$ cat src/rtl/pipeline_hazard_ctrl_pkg.sv
// Shared types for the RV32 5-stage hazard controller: operand-forward selects
// and the memory-wait FSM state encoding.
package hazard_pkg;

    typedef enum logic [1:0] {
        FWD_RF = 2'b00,
        FWD_W  = 2'b01,
        FWD_M  = 2'b10
    } fwd_sel_t;

    typedef enum logic {
        RUN      = 1'b0,
        MEM_WAIT = 1'b1
    } hz_state_t;

endpackage

$ cat src/rtl/pipeline_hazard_ctrl_fwd_select.sv
// Forwarding comparator for one E-stage source operand; M has priority over W,
// and x0 is never forwarded.
module fwd_select
    import hazard_pkg::*;
#(
    parameter int REG_ADDR_W = 5
) (
    input  logic [REG_ADDR_W-1:0] i_rs,
    input  logic [REG_ADDR_W-1:0] i_rd_m,
    input  logic                  i_reg_write_m,
    input  logic [REG_ADDR_W-1:0] i_rd_w,
    input  logic                  i_reg_write_w,
    output fwd_sel_t              o_sel
);

    logic w_hit_m;
    logic w_hit_w;

    assign w_hit_m = i_reg_write_m && (i_rd_m != {REG_ADDR_W{1'b0}}) && (i_rd_m == i_rs);
    assign w_hit_w = i_reg_write_w && (i_rd_w != {REG_ADDR_W{1'b0}}) && (i_rd_w == i_rs);

    always_comb begin
        o_sel = FWD_RF;
        if (w_hit_m) begin
            o_sel = FWD_M;
        end else if (w_hit_w) begin
            o_sel = FWD_W;
        end else begin
            o_sel = FWD_RF;
        end
    end

endmodule

$ cat src/rtl/pipeline_hazard_ctrl.sv
// Hazard controller: memory-wait FSM with timeout, branch flush, load-use stall,
// M/W operand forwarding and saturating stall/flush performance counters.
module pipeline_hazard_ctrl
    import hazard_pkg::*;
#(
    parameter int REG_ADDR_W  = 5,
    parameter int CNT_W       = 32,
    parameter int MEM_TIMEOUT = 255
) (
    input  logic                  i_clk,
    input  logic                  i_rst,
    input  logic                  i_branch_e,
    input  logic [REG_ADDR_W-1:0] i_rs1_d,
    input  logic [REG_ADDR_W-1:0] i_rs2_d,
    input  logic [REG_ADDR_W-1:0] i_rs1_e,
    input  logic [REG_ADDR_W-1:0] i_rs2_e,
    input  logic [REG_ADDR_W-1:0] i_rd_e,
    input  logic                  i_mem_read_e,
    input  logic [REG_ADDR_W-1:0] i_rd_m,
    input  logic                  i_reg_write_m,
    input  logic [REG_ADDR_W-1:0] i_rd_w,
    input  logic                  i_reg_write_w,
    input  logic                  i_mem_req_m,
    input  logic                  i_mem_ready_m,
    output logic                  o_stall_f,
    output logic                  o_stall_d,
    output logic                  o_stall_e,
    output logic                  o_stall_m,
    output logic                  o_flush_d,
    output logic                  o_flush_e,
    output logic                  o_flush_w,
    output logic [1:0]            o_forward_a_e,
    output logic [1:0]            o_forward_b_e,
    output logic                  o_mem_timeout,
    output logic [CNT_W-1:0]      o_stall_count,
    output logic [CNT_W-1:0]      o_flush_count
);

    localparam int                TCNT_W   = (MEM_TIMEOUT < 2) ? 1 : $clog2(MEM_TIMEOUT + 1);
    localparam logic [TCNT_W-1:0] TCNT_MAX = TCNT_W'(MEM_TIMEOUT);
    localparam logic [TCNT_W-1:0] TCNT_PRE = TCNT_W'(MEM_TIMEOUT - 1);
    localparam logic [CNT_W-1:0]  CNT_MAX  = {CNT_W{1'b1}};

    hz_state_t         r_state;
    hz_state_t         w_state_next;
    logic [TCNT_W-1:0] r_tcnt;
    logic              r_timeout;
    logic [CNT_W-1:0]  r_stall_count;
    logic [CNT_W-1:0]  r_flush_count;

    logic     w_mem_wait;
    logic     w_load_use;
    logic     w_wait_tick;
    logic     w_stall_fd;
    logic     w_stall_em;
    logic     w_flush_d;
    logic     w_flush_e;
    logic     w_flush_w;
    fwd_sel_t w_fwd_a;
    fwd_sel_t w_fwd_b;

    fwd_select #(.REG_ADDR_W(REG_ADDR_W)) u_fwd_a (
        .i_rs          (i_rs1_e),
        .i_rd_m        (i_rd_m),
        .i_reg_write_m (i_reg_write_m),
        .i_rd_w        (i_rd_w),
        .i_reg_write_w (i_reg_write_w),
        .o_sel         (w_fwd_a)
    );

    fwd_select #(.REG_ADDR_W(REG_ADDR_W)) u_fwd_b (
        .i_rs          (i_rs2_e),
        .i_rd_m        (i_rd_m),
        .i_reg_write_m (i_reg_write_m),
        .i_rd_w        (i_rd_w),
        .i_reg_write_w (i_reg_write_w),
        .o_sel         (w_fwd_b)
    );

    assign w_load_use  = i_mem_read_e && (i_rd_e != {REG_ADDR_W{1'b0}}) &&
                         ((i_rd_e == i_rs1_d) || (i_rd_e == i_rs2_d));
    assign w_wait_tick = (r_state == MEM_WAIT) && !i_mem_ready_m;

    // Next state plus stall/flush priority: memory wait, then branch, then load-use.
    always_comb begin
        w_state_next = r_state;
        w_mem_wait   = 1'b0;
        w_stall_fd   = 1'b0;
        w_stall_em   = 1'b0;
        w_flush_d    = 1'b0;
        w_flush_e    = 1'b0;
        w_flush_w    = 1'b0;

        case (r_state)
            RUN: begin
                w_mem_wait = i_mem_req_m && !i_mem_ready_m;
                if (w_mem_wait) begin
                    w_state_next = MEM_WAIT;
                end else begin
                    w_state_next = RUN;
                end
            end
            MEM_WAIT: begin
                w_mem_wait = !i_mem_ready_m;
                if (i_mem_ready_m) begin
                    w_state_next = RUN;
                end else begin
                    w_state_next = MEM_WAIT;
                end
            end
            default: begin
                w_mem_wait   = 1'b0;
                w_state_next = RUN;
            end
        endcase

        if (w_mem_wait) begin
            w_stall_fd = 1'b1;
            w_stall_em = 1'b1;
            w_flush_w  = 1'b1;
        end else if (i_branch_e) begin
            w_flush_d = 1'b1;
            w_flush_e = 1'b1;
        end else if (w_load_use) begin
            w_stall_fd = 1'b1;
            w_flush_e  = 1'b1;
        end else begin
            w_stall_fd = 1'b0;
        end
    end

    // FSM state register.
    always_ff @(posedge i_clk or posedge i_rst) begin
        if (i_rst) begin
            r_state <= RUN;
        end else begin
            r_state <= w_state_next;
        end
    end

    // Wait-cycle counter holds at the limit; the timeout flag is sticky until reset.
    always_ff @(posedge i_clk or posedge i_rst) begin
        if (i_rst) begin
            r_tcnt    <= {TCNT_W{1'b0}};
            r_timeout <= 1'b0;
        end else if (w_wait_tick) begin
            if (r_tcnt != TCNT_MAX) begin
                r_tcnt <= r_tcnt + TCNT_W'(1);
            end else begin
                r_tcnt <= r_tcnt;
            end
            if (r_tcnt >= TCNT_PRE) begin
                r_timeout <= 1'b1;
            end else begin
                r_timeout <= r_timeout;
            end
        end else begin
            r_tcnt    <= {TCNT_W{1'b0}};
            r_timeout <= r_timeout;
        end
    end

    // Saturating performance counters; branch flush implies case 2 won priority.
    always_ff @(posedge i_clk or posedge i_rst) begin
        if (i_rst) begin
            r_stall_count <= {CNT_W{1'b0}};
            r_flush_count <= {CNT_W{1'b0}};
        end else begin
            if (w_stall_fd && (r_stall_count != CNT_MAX)) begin
                r_stall_count <= r_stall_count + CNT_W'(1);
            end else begin
                r_stall_count <= r_stall_count;
            end
            if (w_flush_d && (r_flush_count != CNT_MAX)) begin
                r_flush_count <= r_flush_count + CNT_W'(1);
            end else begin
                r_flush_count <= r_flush_count;
            end
        end
    end

    // Combinational controls are gated so that reset clears them without a clock.
    assign o_stall_f     = w_stall_fd & ~i_rst;
    assign o_stall_d     = w_stall_fd & ~i_rst;
    assign o_stall_e     = w_stall_em & ~i_rst;
    assign o_stall_m     = w_stall_em & ~i_rst;
    assign o_flush_d     = w_flush_d & ~i_rst;
    assign o_flush_e     = w_flush_e & ~i_rst;
    assign o_flush_w     = w_flush_w & ~i_rst;
    assign o_forward_a_e = i_rst ? FWD_RF : w_fwd_a;
    assign o_forward_b_e = i_rst ? FWD_RF : w_fwd_b;
    assign o_mem_timeout = r_timeout;
    assign o_stall_count = r_stall_count;
    assign o_flush_count = r_flush_count;

endmodule

$ cat config.mk
export PLATFORM = sky130hd
export DESIGN_NAME = pipeline_hazard_ctrl
export DESIGN_NICKNAME = d
export VERILOG_FILES = /design/src/rtl/pipeline_hazard_ctrl_pkg.sv /design/src/rtl/pipeline_hazard_ctrl_fwd_select.sv /design/src/rtl/pipeline_hazard_ctrl.sv
export SDC_FILE = /design/constraint.sdc
export NUM_CORES = 1
export LEC_CHECK = 0
export ABC_AREA = 1
export ABC_CLOCK_PERIOD_IN_PS = 4000
export BUFFER_PORTS_ARGS = -buffer_cell sky130_fd_sc_hd__buf_2
export CAP_MARGIN = 20
export CORE_MARGIN = 2
export CORE_UTILIZATION = 60
export DETAILED_ROUTE_END_ITERATION = 8
export PLACE_DENSITY = 0.86
export SYNTH_ARGS = -nofsm -noshare
export SYNTH_HDL_FRONTEND = slang
export SYNTH_HIERARCHICAL = 1
export SYNTH_SLANG_ARGS = --single-unit
export TNS_END_PERCENT = 30
$ cat constraint.sdc
create_clock -name i_clk -period 4 [get_ports i_clk]
set_clock_uncertainty 0.2 [all_clocks]
set_input_delay 0.2 -clock i_clk [delete_from_list [all_inputs] [get_ports i_clk]]
set_output_delay 0.2 -clock i_clk [all_outputs]
set_load 0.02 [all_outputs]
Yosys cells after proc, flatten, opt, wreduce, memory -nomap -nowiden
Index checks and enable logic that the tools add are counted.

storage, ports and cells
  logic and storage cells = 63
  flip-flop bits (word level) = 74

cells by class
  mux-type cells = 20
  $add $sub $neg = 3
  $lt $le $gt $ge = 1
  equality and inequality tests = 10
  bitwise operators = 6
  reduce and logical (&&, ||, !) cells = 18

operators with widths
  operator                                                          number
  32-bit by 1-bit adder with 32-bit output (second input constant)  2
  32-bit != test (second input constant)                            2
  5-bit == test                                                     6
  8-bit 2-to-1 mux                                                  2
  5-bit nonzero test                                                3
  1-bit logical AND                                                 12
  1-bit 2-to-1 mux                                                  12
  8-bit by 1-bit adder with 8-bit output (second input constant)    1
  8-bit >= comparator (second input constant)                       1
  2-bit 2-to-1 mux                                                  4
  8-bit != test (second input constant)                             1
  1-bit bitwise AND                                                 4
  1-bit one-hot mux with 2 select lines                             2
  2-bit by 1-bit != test with 1-bit output (second input constant)  1
  1-bit inverter                                                    2
  2-bit AND reduction                                               1
  1-bit zero test                                                   1
  1-bit logical OR                                                  1

Longest topological paths before layout
  word-level depth = 7
  mapped depth = 12

Cells and area by module
Netlist, hierarchy kept.

by module, submodules not included
  module                area an instance (um^2)  cells each  sequential area each (um^2)  instances
  pipeline_hazard_ctrl  4894.7                   707         1851.8                       1
  fwd_select            221.5                    51          0.0                          2

Worst setup path before layout
OpenSTA, ideal clock, no wires.

  path type = in2out
  start = in i_rst
  end = out o_flush_e
  arrival time = 2356 ps
  required time = 3600 ps
  slack = 1244 ps
  stages on the path = 3
  cells stage by stage = inv_1 nand2_1 a21oi_1

on the way
  longest elaborated chain between the ends = 2

RTL lines
  item               RTL line                     source
  from (decl)        pipeline_hazard_ctrl.sv:11   input logic i_rst,
  1-bit inverter     pipeline_hazard_ctrl.sv:188  assign o_flush_e = w_flush_e & ~i_rst;
  1-bit bitwise AND  pipeline_hazard_ctrl.sv:188
  to (decl)          pipeline_hazard_ctrl.sv:30   output logic o_flush_e,

No other way between the ends.

Final worst setup path
  start = in i_mem_req_m
  end = reg r_flush_count[11] (netlist: o_flush_count[11])

on the way
  longest elaborated chain between the ends = 4

RTL lines
  item                                   RTL line                     source
  from (decl)                            pipeline_hazard_ctrl.sv:23   input logic i_mem_req_m,
  1-bit logical AND                      pipeline_hazard_ctrl.sv:96   w_mem_wait = i_mem_req_m && !i_mem_ready_m;
  1-bit one-hot mux with 2 select lines  pipeline_hazard_ctrl.sv:94   case (r_state)
  1-bit 2-to-1 mux                       pipeline_hazard_ctrl.sv:117  if (w_mem_wait) begin
  1-bit logical AND                      pipeline_hazard_ctrl.sv:174  if (w_flush_d && (r_flush_count != CNT_MAX)) begin
  to (signal assigned)                   pipeline_hazard_ctrl.sv:167  r_flush_count <= {CNT_W{1'b0}};
  to (signal assigned)                   pipeline_hazard_ctrl.sv:175  r_flush_count <= r_flush_count + CNT_W'(1);
  to (signal assigned)                   pipeline_hazard_ctrl.sv:177  r_flush_count <= r_flush_count;
  to (decl)                              pipeline_hazard_ctrl.sv:49   logic [CNT_W-1:0] r_flush_count;

No other way between the ends.
A chain may end at the register's enable or synchronous reset.

==> impl_table.tex <==
\begin{tabular}{lr}
\hline
Metric & Value \\
\hline
\multicolumn{2}{l}{\textbf{CTS}} \\
\quad CTS tree & built \\
\quad Count of hold-fix buffers inserted at cts & 3 \\
\quad Number of CTS-inserted buffers & 9 \\
\quad Post-CTS resize count & 0 \\
\quad Clock Sink Count & 74 \\
\quad Clock latency on the worst-skew pair & approximately 0.35 ns \\
\quad Setup Buffers After CTS & 0 \\
\quad Clock tree root buffer cell & clkbuf\_8 \\
\quad Largest buffer count on any clock path & 2 \\
\quad Worst-path clk slew & 0.08 ns \\
\quad Number of levels the H-tree was split into & 3 \\
\multicolumn{2}{l}{\textbf{Routing}} \\
\quad Top layer reached by signal wires & met4 \\
\quad Routed metal-1 wire length & $\sim$5400 um \\
\quad DRC violation count after routing & 0 \\
\quad Average routed wire per standard cell & 12.31 um \\
\quad Via count of the routed design & 5312 \\
\quad Number of antenna-violating nets in the routed design & 0 \\
\quad Metal2 WL & about 6300 um \\
\quad Post-detailed-routing wire length & 12780 um \\
\quad Via density & 5.118 \\
\quad Wire length on met3 & 752 um \\
\quad Number of design-rule violations left by the first detailed-router iteration & 243 \\
\quad Detailed-router iteration count before antenna repair & 5 \\
\multicolumn{2}{l}{\textbf{Power}} \\
\quad Peak supply drop & about 0.00033 V \\
\quad Power density over the cells & 310.1 nW/um2 \\
\quad Sequential Power Share & 46.7\% \\
\quad Sw Ratio & roughly a third \\
\quad Net Sw Power & 661.4 uW \\
\quad Leak pwr & 0.003413 uW \\
\quad Internal power & 1250 uW \\
\quad Portion of total power attributed to combinational logic & 23.6\% \\
\quad Clock network power share & around 30\% \\
\multicolumn{2}{l}{\textbf{Worst setup path}} \\
\quad Cell breakdown of the critical path & dlygate4sd3\_1, buf\_2, o21ai\_2, dlygate4sd3\_1, inv\_1, nor2\_1, nand2\_2, inv\_2, nand2\_1, xor2\_1 \\
\quad Count of buffer and inverter cells on the critical path & 5 \\
\quad CP arrival & roughly 3 ns \\
\quad Slowest stage cell, crit path & dlygate4sd3\_1 \\
\quad Cell repeated most along the worst path & dlygate4sd3\_1 \\
\quad Data required, critical path & 4.04 ns \\
\quad Gate family responsible for the most delay along the worst path & buffers and inverters \\
\quad Crit Path Class & in -> reg \\
\quad Kind of launch point of the worst setup path & input port \\
\quad Largest driver fanout on the critical path & 26 \\
\quad Stage delay of the slowest cell on the critical path & 0.59 ns \\
\quad Worst Setup End Kind & flip-flop \\
\multicolumn{2}{l}{\textbf{Die}} \\
\quad Die area & 9667 um2 \\
\quad Number of placement rows & 34 \\
\quad I/O pin cnt & 119 \\
\quad Die H & between 90 and 100 um \\
\quad Horizontal die dimension & between 90 and 100 um \\
\quad Starting density of the core & 61.51\% \\
\quad Placeable core region & roughly 8700 um2 \\
\multicolumn{2}{l}{\textbf{Timing}} \\
\quad Unrepaired setup endpoints after global routing & false \\
\quad Final Max Tran Viols & 0 \\
\quad Worst slew pin tran & 0.9183 ns \\
\quad Final sum of negative setup slack & 0 ns \\
\quad Fin worst setup slack & 1.074 ns \\
\quad Share of the clock period used by the worst path & 73.14\% \\
\quad Count of endpoints failing hold in the final timing report & 3 \\
\quad Upper clock frequency limit & about 340 MHz \\
\quad Worst-case headroom to the max-slew limit & 38.78\% \\
\quad Min Clock Period, post-route & 2.926 ns \\
\quad Setup-failing EPs final & 0 \\
\quad Tightest hold margin & -0.0007352 ns \\
\multicolumn{2}{l}{\textbf{Final layout}} \\
\quad Number of nets at the end of the flow & 973 \\
\quad Area growth from synthesis to layout & 15.45\% \\
\quad Number of antenna cells inserted & 0 \\
\quad Number of inserted filler cells in the final layout & 781 \\
\quad Share of post-route cells with drive strength above 1 & 19.89\% \\
\multicolumn{2}{l}{\textbf{Yosys}} \\
\quad Post-synth EDFFs & 0 \\
\quad Post-synthesis cell count & around 800 \\
\quad Net count after synthesis & 856 \\
\quad Part of the Yosys area used for sequential elements & 34.69\% \\
\quad Ys Warns & 6 \\
\quad Dominant cells by area after synthesis & dfrtp\_1 35\%, nand2\_1 20\%, inv\_1 7.2\% \\
\quad Seq cells post-synth & 74 \\
\quad Syn\_area\_per\_cell & 6.598 um2 \\
\quad Share of async-settable or async-resettable flops after synthesis & 100.0\% \\
\quad Synth Flop Type & dfrtp\_1 \\
\quad Summed instance area of the synthesized netlist & 5338 um2 \\
\quad Post-synth top area share & a little over a third \\
\quad Yosys cell types & 34 \\
\quad Leading area contributor after synthesis & dfrtp\_1 \\
\multicolumn{2}{l}{\textbf{Place}} \\
\quad Weighted congestion reported at the end of routability-driven placement & 0.9101 \\
\quad Worst slack at placement & 1.569 ns \\
\quad Quantity of I/O buffers inserted on ports & 118 \\
\quad Total half-perimeter wirelength after legalization and detailed placement & 9735 um \\
\multicolumn{2}{l}{\textbf{GRT}} \\
\quad Number of antenna violations at the first check in global routing & 0 \\
\quad Number of global-route vias before repair & 5248 \\
\quad Global Route Usage Sum & 28.08\% \\
\quad Residual overflow from global routing & 0 \\
\quad Global-route wire length before repair & 22560 um \\
\quad Largest net degree at the start of global routing & 75 \\
\multicolumn{2}{l}{\textbf{Outcome}} \\
\quad Failing checks & negative hold slack \\
\quad Run status & finished with violations \\
\multicolumn{2}{l}{\textbf{Min path}} \\
\quad Classification of the worst-slack hold path & in -> async \\
\multicolumn{2}{l}{\textbf{Job}} \\
\quad Max-capacitance violation count & 0 \\
\hline
\end{tabular}
[area by class of cell]
cell class | count | area, um2 | share of cell area [%]
clock buffer | 9 | 123.9 | 2.010
clock inverter | 6 | 58.81 | 0.9543
inverter | 112 | 421.7 | 6.843
multi-input combinational | 606 | 2935 | 47.63
sequential | 74 | 1852 | 30.05
tap | 108 | 135.1 | 2.193
timing repair buffer | 123 | 635.6 | 10.31
[cells in the mapped netlist (10+ instances only)]
library cell	number
nand4_1	14
nand3_1	74
nor3_1	13
nand2_1	282
o21ai_0	12
nor2_1	99
nand2_2	10
inv_1	103
nor2_2	13
dfrtp_1	74
xnor2_1	11
xor2_1	34
[cell usage in the layout, fill, tap and decap left out, types with 3 or more instances in the layout]
master	count
a21oi_1	6
nand2_1	282
nand3_1	74
a211oi_1	3
nand2_2	10
nand4_1	14
xor2_1	34
o21ai_2	8
nor2_1	99
inv_2	9
buf_2	118
xnor2_1	11
nand3b_1	5
ha_1	4
nor2_2	13
clkinv_2	5
dfrtp_1	74
dlygate4sd3_1	3
o21ai_0	12
clkbuf_8	9
nor3_1	13
nor3_2	3
inv_1	102
[logic make-up after synthesis]
| family | synth area share [%] |
|---|---|
| buffers and inverters | 10.31 |
| XOR/XNOR | 7.384 |
| AO/OA/AOI/OAI | 4.431 |
| AND/OR/NAND/NOR | 42.24 |
| flip-flops | 34.69 |
| adder cells (fa/ha/maj) | 0.9377 |
[power by group through the flow]
stage	logic, uW	registers, uW	clock network (uW)
2_1_floorplan	239	971	0
3_3_place_gp	445	902	0
3_5_place_dp	452	904	0
4_1_cts	456	891	580
5_1_grt	505	904	614
6_report	451	892	567
[registers in the layout, summed over array words and instances (netlist names)]
signal and flops:
r_tcnt 8, o_stall_count 32, o_mem_timeout 1, r_state 1, o_flush_count 32
[stage by stage]
stage          instances  utilization [%]  total power (uW)  hold slack [ns]  instance area, um2
2_1_floorplan        809                -              1210           0.1648                5338
3_3_place_gp        1020            68.56              1346           0.2617                5949
3_5_place_dp        1020            68.56              1356           0.2703                5949
4_1_cts             1038            71.01              1928          0.02561                6162
5_1_grt             1038            71.01              2023          0.09148                6162
6_report            1038            71.01              1911       -0.0007352                6162
[worst paths after layout]
| kind | depth (start not counted) | start | to | slack, ns |
|---|---|---|---|---|
| setup / recovery | 10 | i_mem_req_m | o_flush_count[11] | 1.07 |
| hold / removal | 3 | i_rst | o_stall_count[24] | -0.0007 |
| setup reg to reg | 8 | r_state | o_flush_count[11] | 1.19 |
| hold reg to reg | 1 | o_mem_timeout | o_mem_timeout | 0.28 |
| max in group asynchronous | 3 | i_rst | o_flush_count[3] | 3.01 |
| min in group i_clk | 1 | o_mem_timeout | o_mem_timeout | 0.28 |
[layer usage]
layer,global-route usage [%],vias up
li1,-,2732
met1,33.15,2402
met2,50.08,151
met3,6.729,27
met4,9.378,0
met5,0,-
[worst reg2reg max path: stages (launching register included)]
cell           delay, ns
dfrtp_1             0.39
o21ai_2             0.24
dlygate4sd3_1       0.59
inv_1               0.05
nor2_1              0.16
nand2_2             0.29
inv_2               0.49
nand2_1             0.13
xor2_1              0.16
Note: power is estimated with default switching activity, not from simulation.
